File: src/rtl/s_pkg.sv
// +---------------------------------------------------------------------------+
// | s_pkg : shared types and constants for the scalar write-back scheduler    |
// | Rev 1.0 - initial release                                                 |
// +---------------------------------------------------------------------------+
`default_nettype none

package s_pkg;

  localparam int S_WIDTH   = 64;
  localparam int S_NREG    = 8;
  localparam int S_LOGNREG = 3;
  localparam int S_LOGLAT  = 4;
  localparam int S_MAXLAT  = (1 << S_LOGLAT) - 1;

  typedef struct packed {
    logic                 valid;
    logic [S_LOGNREG-1:0] dest;
  } s_wb_slot_t;

  function automatic logic [S_NREG-1:0] s_onehot(input logic [S_LOGNREG-1:0] idx);
    s_onehot      = '0;
    s_onehot[idx] = 1'b1;
  endfunction

endpackage

`default_nettype wire

File: src/rtl/s_wb_sched_if.sv
// +---------------------------------------------------------------------------+
// | s_wb_sched_if : issue, result and register-file write port bundle         |
// | Rev 1.0 - initial release                                                 |
// +---------------------------------------------------------------------------+
`default_nettype none

interface s_wb_sched_if #(
  parameter int WIDTH = s_pkg::S_WIDTH
) ();

  logic                          i_issue_valid;
  logic [s_pkg::S_LOGNREG-1:0]   i_issue_dest;
  logic [s_pkg::S_LOGNREG-1:0]   i_issue_j;
  logic [s_pkg::S_LOGNREG-1:0]   i_issue_k;
  logic                          i_issue_juse;
  logic                          i_issue_kuse;
  logic [s_pkg::S_LOGLAT-1:0]    i_issue_lat;
  logic                          o_issue_ready;
  logic                          i_res_valid;
  logic [WIDTH-1:0]              i_res_data;
  logic                          o_wr_en;
  logic [s_pkg::S_LOGNREG-1:0]   o_wr_addr;
  logic [WIDTH-1:0]              o_wr_data;
  logic [s_pkg::S_NREG-1:0]      o_resv;
  logic                          o_busy;
  logic                          o_err;

  modport master (
    output i_issue_valid, i_issue_dest, i_issue_j, i_issue_k,
           i_issue_juse, i_issue_kuse, i_issue_lat, i_res_valid, i_res_data,
    input  o_issue_ready, o_wr_en, o_wr_addr, o_wr_data, o_resv, o_busy, o_err
  );

  modport slave (
    input  i_issue_valid, i_issue_dest, i_issue_j, i_issue_k,
           i_issue_juse, i_issue_kuse, i_issue_lat, i_res_valid, i_res_data,
    output o_issue_ready, o_wr_en, o_wr_addr, o_wr_data, o_resv, o_busy, o_err
  );

endinterface

`default_nettype wire

File: src/rtl/s_wb_slot_chain.sv
// +---------------------------------------------------------------------------+
// | s_wb_slot_chain : shifting write-back slot array, head = slot due now     |
// | Rev 1.0 - initial release                                                 |
// +---------------------------------------------------------------------------+
`default_nettype none

module s_wb_slot_chain
  import s_pkg::*;
(
  input  logic                 clk,
  input  logic                 rst,
  input  logic                 ins_en,
  input  logic [S_LOGLAT-1:0]  ins_lat,
  input  logic [S_LOGNREG-1:0] ins_dest,
  input  logic [S_LOGLAT-1:0]  q_lat,
  output logic                 q_occ,
  output s_wb_slot_t           head,
  output logic                 any_valid
);

  s_wb_slot_t slot_q [S_MAXLAT];
  s_wb_slot_t slot_d [S_MAXLAT];

  // Shift first, then insert; the insert index never collides with a shifted
  // entry because issue is held off while slot[L] is occupied.
  always_comb begin
    for (int p = 0; p < S_MAXLAT - 1; p++) begin
      slot_d[p] = slot_q[p+1];
    end
    slot_d[S_MAXLAT-1] = '0;
    if (ins_en) begin
      slot_d[ins_lat - 4'd1] = '{valid: 1'b1, dest: ins_dest};
    end
  end

  always_ff @(posedge clk) begin
    if (!rst) begin
      for (int p = 0; p < S_MAXLAT; p++) begin
        slot_q[p] <= '0;
      end
    end else begin
      for (int p = 0; p < S_MAXLAT; p++) begin
        slot_q[p] <= slot_d[p];
      end
    end
  end

  always_comb begin
    q_occ = 1'b0;
    if (int'(q_lat) < S_MAXLAT) begin
      q_occ = slot_q[q_lat].valid;
    end
  end

  always_comb begin
    any_valid = 1'b0;
    for (int p = 0; p < S_MAXLAT; p++) begin
      any_valid = any_valid | slot_q[p].valid;
    end
  end

  assign head = slot_q[0];

endmodule

`default_nettype wire

File: src/rtl/s_wb_sched.sv
// +---------------------------------------------------------------------------+
// | s_wb_sched : scalar write-back scheduler and S-register reservation unit  |
// | Option macro S_WB_BYPASS_EN : dependents may issue in the write cycle     |
// | Rev 1.0 - initial release                                                 |
// +---------------------------------------------------------------------------+
`default_nettype none

module s_wb_sched
  import s_pkg::*;
(
  input  logic         clk,
  input  logic         rst,
  s_wb_sched_if.slave  bus
);

  s_wb_slot_t        head;
  logic              occ;
  logic              any_valid;
  logic              issue_ready;
  logic              accept;
  logic [S_NREG-1:0] head_mask;
  logic [S_NREG-1:0] set_mask;
  logic [S_NREG-1:0] haz_resv;
  logic [S_NREG-1:0] resv_q, resv_d;
  logic              err_q, err_d;

  s_wb_slot_chain u_chain (
    .clk       (clk),
    .rst       (rst),
    .ins_en    (accept),
    .ins_lat   (bus.i_issue_lat),
    .ins_dest  (bus.i_issue_dest),
    .q_lat     (bus.i_issue_lat),
    .q_occ     (occ),
    .head      (head),
    .any_valid (any_valid)
  );

  assign head_mask = head.valid ? s_onehot(head.dest) : '0;

`ifdef S_WB_BYPASS_EN
  // The register file writes through, so the retiring register is readable now.
  assign haz_resv = resv_q & ~head_mask;
`else
  assign haz_resv = resv_q;
`endif

  always_comb begin
    issue_ready = rst
               && (bus.i_issue_lat != '0)
               && !haz_resv[bus.i_issue_dest]
               && !(bus.i_issue_juse && haz_resv[bus.i_issue_j])
               && !(bus.i_issue_kuse && haz_resv[bus.i_issue_k])
               && !occ;
    accept   = bus.i_issue_valid && issue_ready;
    set_mask = accept ? s_onehot(bus.i_issue_dest) : '0;
    // Clear applies before set so a same-edge reissue to the retiring dest holds.
    resv_d   = (resv_q & ~head_mask) | set_mask;
    err_d    = err_q | (head.valid != bus.i_res_valid);
  end

  always_ff @(posedge clk) begin
    if (!rst) begin
      resv_q <= '0;
      err_q  <= 1'b0;
    end else begin
      resv_q <= resv_d;
      err_q  <= err_d;
    end
  end

  assign bus.o_issue_ready = issue_ready;
  assign bus.o_wr_en       = rst && head.valid && bus.i_res_valid;
  assign bus.o_wr_addr     = rst ? head.dest : '0;
  assign bus.o_wr_data     = bus.i_res_data;
  assign bus.o_resv        = resv_q;
  assign bus.o_busy        = any_valid;
  assign bus.o_err         = err_q;

endmodule

`default_nettype wire
File: src/flat_wrapper.sv
// flat-port wrapper written by rule: the top's interface ports become plain ports
module s_wb_sched_flat import s_pkg::*;
  (clk, rst, bus_i_issue_valid, bus_i_issue_dest, bus_i_issue_j, bus_i_issue_k, bus_i_issue_juse, bus_i_issue_kuse, bus_i_issue_lat, bus_i_res_valid, bus_i_res_data, bus_o_issue_ready, bus_o_wr_en, bus_o_wr_addr, bus_o_wr_data, bus_o_resv, bus_o_busy, bus_o_err);
  s_wb_sched_if bus_i ();
  input  logic clk;
  input  logic rst;
  input wire logic [$bits(bus_i.i_issue_valid)-1:0] bus_i_issue_valid;
  input wire logic [$bits(bus_i.i_issue_dest)-1:0] bus_i_issue_dest;
  input wire logic [$bits(bus_i.i_issue_j)-1:0] bus_i_issue_j;
  input wire logic [$bits(bus_i.i_issue_k)-1:0] bus_i_issue_k;
  input wire logic [$bits(bus_i.i_issue_juse)-1:0] bus_i_issue_juse;
  input wire logic [$bits(bus_i.i_issue_kuse)-1:0] bus_i_issue_kuse;
  input wire logic [$bits(bus_i.i_issue_lat)-1:0] bus_i_issue_lat;
  input wire logic [$bits(bus_i.i_res_valid)-1:0] bus_i_res_valid;
  input wire logic [$bits(bus_i.i_res_data)-1:0] bus_i_res_data;
  output wire logic [$bits(bus_i.o_issue_ready)-1:0] bus_o_issue_ready;
  output wire logic [$bits(bus_i.o_wr_en)-1:0] bus_o_wr_en;
  output wire logic [$bits(bus_i.o_wr_addr)-1:0] bus_o_wr_addr;
  output wire logic [$bits(bus_i.o_wr_data)-1:0] bus_o_wr_data;
  output wire logic [$bits(bus_i.o_resv)-1:0] bus_o_resv;
  output wire logic [$bits(bus_i.o_busy)-1:0] bus_o_busy;
  output wire logic [$bits(bus_i.o_err)-1:0] bus_o_err;
  assign bus_i.i_issue_valid = bus_i_issue_valid;
  assign bus_i.i_issue_dest = bus_i_issue_dest;
  assign bus_i.i_issue_j = bus_i_issue_j;
  assign bus_i.i_issue_k = bus_i_issue_k;
  assign bus_i.i_issue_juse = bus_i_issue_juse;
  assign bus_i.i_issue_kuse = bus_i_issue_kuse;
  assign bus_i.i_issue_lat = bus_i_issue_lat;
  assign bus_i.i_res_valid = bus_i_res_valid;
  assign bus_i.i_res_data = bus_i_res_data;
  assign bus_o_issue_ready = bus_i.o_issue_ready;
  assign bus_o_wr_en = bus_i.o_wr_en;
  assign bus_o_wr_addr = bus_i.o_wr_addr;
  assign bus_o_wr_data = bus_i.o_wr_data;
  assign bus_o_resv = bus_i.o_resv;
  assign bus_o_busy = bus_i.o_busy;
  assign bus_o_err = bus_i.o_err;
  s_wb_sched u_core (.clk(clk), .rst(rst), .bus(bus_i));
endmodule
File: config.mk
export PLATFORM = sky130hd
export DESIGN_NAME = s_wb_sched_flat
export DESIGN_NICKNAME = d
export VERILOG_FILES = /design/src/rtl/s_pkg.sv /design/src/rtl/s_wb_sched_if.sv /design/src/rtl/s_wb_slot_chain.sv /design/src/rtl/s_wb_sched.sv /design/src/flat_wrapper.sv
export SDC_FILE = /design/constraint.sdc
export NUM_CORES = 1
export LEC_CHECK = 0
export BUFFER_PORTS_ARGS = -buffer_cell sky130_fd_sc_hd__clkbuf_2
export CAP_MARGIN = 20
export CORE_MARGIN = 1
export CORE_UTILIZATION = 30
export CTS_BUF_LIST = sky130_fd_sc_hd__clkbuf_16
export DETAILED_ROUTE_END_ITERATION = 6
export SYNTH_ARGS = -nofsm -noshare
export SYNTH_HDL_FRONTEND = slang
export SYNTH_HIERARCHICAL = 1
export SYNTH_SLANG_ARGS = --single-unit
export TNS_END_PERCENT = 5
File: constraint.sdc
create_clock -name clk -period 3.6 [get_ports clk]
set_input_delay 0.9 -clock clk [delete_from_list [all_inputs] [get_ports clk]]
set_output_delay 0.9 -clock clk [all_outputs]
set_load 0.005 [all_outputs]
==> impl_metrics.env <==
export IMPL_final_area_sq_um=4010
export IMPL_dp_cells=560
export IMPL_placed_area_sq_um=3680
export IMPL_clkLatencyLatePin_ns=0.33
export IMPL_fin_crit_ns=3.57
export IMPL_synth_top_area_share_pct=37.1
export IMPL_p_total_mw=1.76
export IMPL_finalHoldViolCount=0
export IMPL_status="finished clean"
export IMPL_dieWidth_microns=113
export IMPL_place_port_buffers=33
export IMPL_multi_input_area_sq_um=1720
export IMPL_cts_tree="built"
export IMPL_avgRoutedWirePerCell_microns=14.9
export IMPL_routed_wl_microns=8620
export IMPL_synth_most_common_cell="dfxtp_1"
export IMPL_critPathLaunchType="input port"
export IMPL_cts_buffers_inserted=9
export IMPL_grt_overflow=0
export IMPL_cap_violations=0
export IMPL_whs_ns=0.457
export IMPL_syn_area_sq_um=3720
export IMPL_worst_slew_pin_slew_ns=0.667
export IMPL_gp_congestion=0.827
export IMPL_dpl_hpwl_microns=5810
export IMPL_synth_edf_count=0
export IMPL_postLayoutCoreUtil_pct=33.3
export IMPL_instances_no_fill=578
export IMPL_postSynth_asyncResetShare_pct=0
export IMPL_synth_seq_cells=69
export IMPL_ys_top_cells_by_area="dfxtp_1 (37%), buf_4 (13%), a21boi_0 (7.9%), nand3_1 (6.5%), o21ai_0 (5.8%)"
export IMPL_yosysTopAreaCell="dfxtp_1"
export IMPL_gr_usage_all_layers_pct=13.8
export IMPL_netlist_top_cells_count="dfxtp_1 (69), buf_4 (64), nand3_1 (48)"
export IMPL_grt_max_degree=73
export IMPL_worst_ep_arrival_time_ns=2.67
export IMPL_crit_path_end_kind="output pin"
export IMPL_fp_row_count=40
export IMPL_ir_drop_mv=0.272
export IMPL_crit_chain="clkbuf_16, mux4_2, and3b_1, a311o_1, inv_1, o2111ai_2, nor4_4, and2_4, buf_6"
export IMPL_cellLeakagePower_nw=1.44
export IMPL_drc_errors=0
export IMPL_first_pass_iters=4
export IMPL_min_path_type="flip-flop to flip-flop"
export IMPL_worst_path_max_fanout=4
export IMPL_finalSetupViolCount=0
export IMPL_syn_to_final_growth_pct=7.83
export IMPL_register_area_sq_um=1380
export IMPL_power_per_cell_area_nw_per_um2=438
export IMPL_cts_clk_slew_worst_paths_ns=0.06
export IMPL_n_fill_cell=1259
export IMPL_htree_levels=3
export IMPL_clock_skew_ns=0.00917
export IMPL_diodes=0
export IMPL_ys_warn_count=6
export IMPL_vias_per_cell=5.06
export IMPL_cp_data_required_time_ns=2.70
export IMPL_critPathKind="input port to output pin"
export IMPL_finalCritPeriodShare_pct=99.1
export IMPL_cp_slowest_stage_delay_ns=0.48
export IMPL_nets=488
export IMPL_die_area_sq_um=12900
export IMPL_grt_pass1_vias=2772
export IMPL_cts_root_buf="clkbuf_16"
export IMPL_maxSlewViolCount=0
export IMPL_coreArea_sq_um=12100
export IMPL_maxSlewHeadroom_pct=55.4
export IMPL_fmax_mhz=280
export IMPL_synthCells=431
export IMPL_routed_via_count=2924
export IMPL_grt_pass1_wl_microns=13900
export IMPL_io_pins=162
export IMPL_rsz0062_at_grt="true"
export IMPL_antenna_found_initial=0
export IMPL_clkSinkCount=69
export IMPL_ctsHoldBuffers=0
export IMPL_syn_nets=514
export IMPL_drtIter0Drc=231
export IMPL_syn_avg_cell_area_sq_um=8.63
export IMPL_cp_slowest_cell="mux4_2"
export IMPL_synth_seq_area_share_pct=37.1
export IMPL_antenna_left=0
export IMPL_synth_ff_type="dfxtp_1"
export IMPL_yosys_cell_types_count=48
export IMPL_clockBufferDepth=2
export IMPL_die_y_microns=113
export IMPL_layout_drive_gt1_share_pct=22.2
export IMPL_start_util_pct=30.9
logic make-up (layout without fill, tap and decap cells):
kind of cell	count (synthesis)	in the layout	synth area share, %
and+or+nand+nor	132	132	20.2
muxes	12	12	5.14
AOI/OAI and AO/OA	120	120	20.5
xor gates and xnor gates	1	1	0.235
DFF	69	69	37.1
buffers and inverters	97	76	16.8
layout by cell type, fill, tap and decap left out, types with 4 or more instances in the layout:
cell / n
a21oi_1: 16
nand3_1: 48
nand4_1: 4
mux2_2: 4
a21boi_1: 4
o211ai_1: 4
nand2b_1: 8
nand2_1: 14
clkbuf_2: 31
a21boi_0: 39
mux4_2: 5
nor2b_1: 18
clkbuf_16: 10
and2_1: 7
nand3b_1: 4
buf_4: 21
nor2_1: 8
dfxtp_1: 69
o21ai_0: 43
repair_timing:
| action | 4_1_cts | 5_1_grt |
|---|---|---|
| buffers inserted | 1 | 1 |
| resized for setup | 5 | 2 |
| pin swaps | 5 | 3 |
| endpoints found under the setup margin | 1 | 1 |
worst paths after layout:
kind                                                   start                           end  slack (ns)  depth (start not counted)
worst max-delay path                      bus_i_issue_lat[0]             bus_o_issue_ready        0.03                          9
worst min-delay path            u_core/u_chain/slot_q[12][1]  u_core/u_chain/slot_q[11][1]        0.46                          2
worst max register to register   u_core/u_chain/slot_q[0][3]   u_core/u_chain/slot_q[3][1]        0.55                         11
worst min register to register  u_core/u_chain/slot_q[12][1]  u_core/u_chain/slot_q[11][1]        0.46                          2
critical path, delay by kind of cell:
| family | cells | cell delay, ns |
|---|---|---|
| AOI/OAI and AO/OA | 2 | 0.43 |
| buffers and inverters | 3 | 0.28 |
| muxes | 1 | 0.48 |
| and+or+nand+nor | 3 | 0.58 |
state kept, by name (all words and copies together) (netlist names):
| signal | cells |
|---|---|
| u_core/u_chain/slot_q | 60 |
| u_core/bus.o_err | 1 |
| u_core/bus.o_resv | 8 |
stage by stage:
step           setup WS, ns  setup TNS, ns
2_1_floorplan       0.00707              0
3_3_place_gp         -0.157          -1.46
3_5_place_dp         -0.196          -2.19
4_1_cts             -0.0713        -0.0713
5_1_grt             -0.0765        -0.0765
6_report             0.0320              0
cell type report:
type | count | area share (%)
repair buffers | 57 | 10.2
clock inverters | 7 | 1.47
flip-flops and latches | 69 | 34.4
clock buffers | 9 | 5.61
inverters | 3 | 0.281
multi-input cells | 265 | 42.8
well taps | 168 | 5.24
report_power, final:
part / internal [mW] / total, mW / switching (mW)
logic: 0.0655 / 0.153 / 0.0875
clock network: 0.475 / 0.829 / 0.354
registers: 0.771 / 0.776 / 0.00566
layer usage:
layer,track usage (%),vias up,wire [microns]
met2,21.7,108,3980
li1,-,1402,-
met3,4.36,28,623
met4,7.37,0,190
met1,16.9,1386,3830
met5,0,-,0
(Power assumes the default switching activity.)
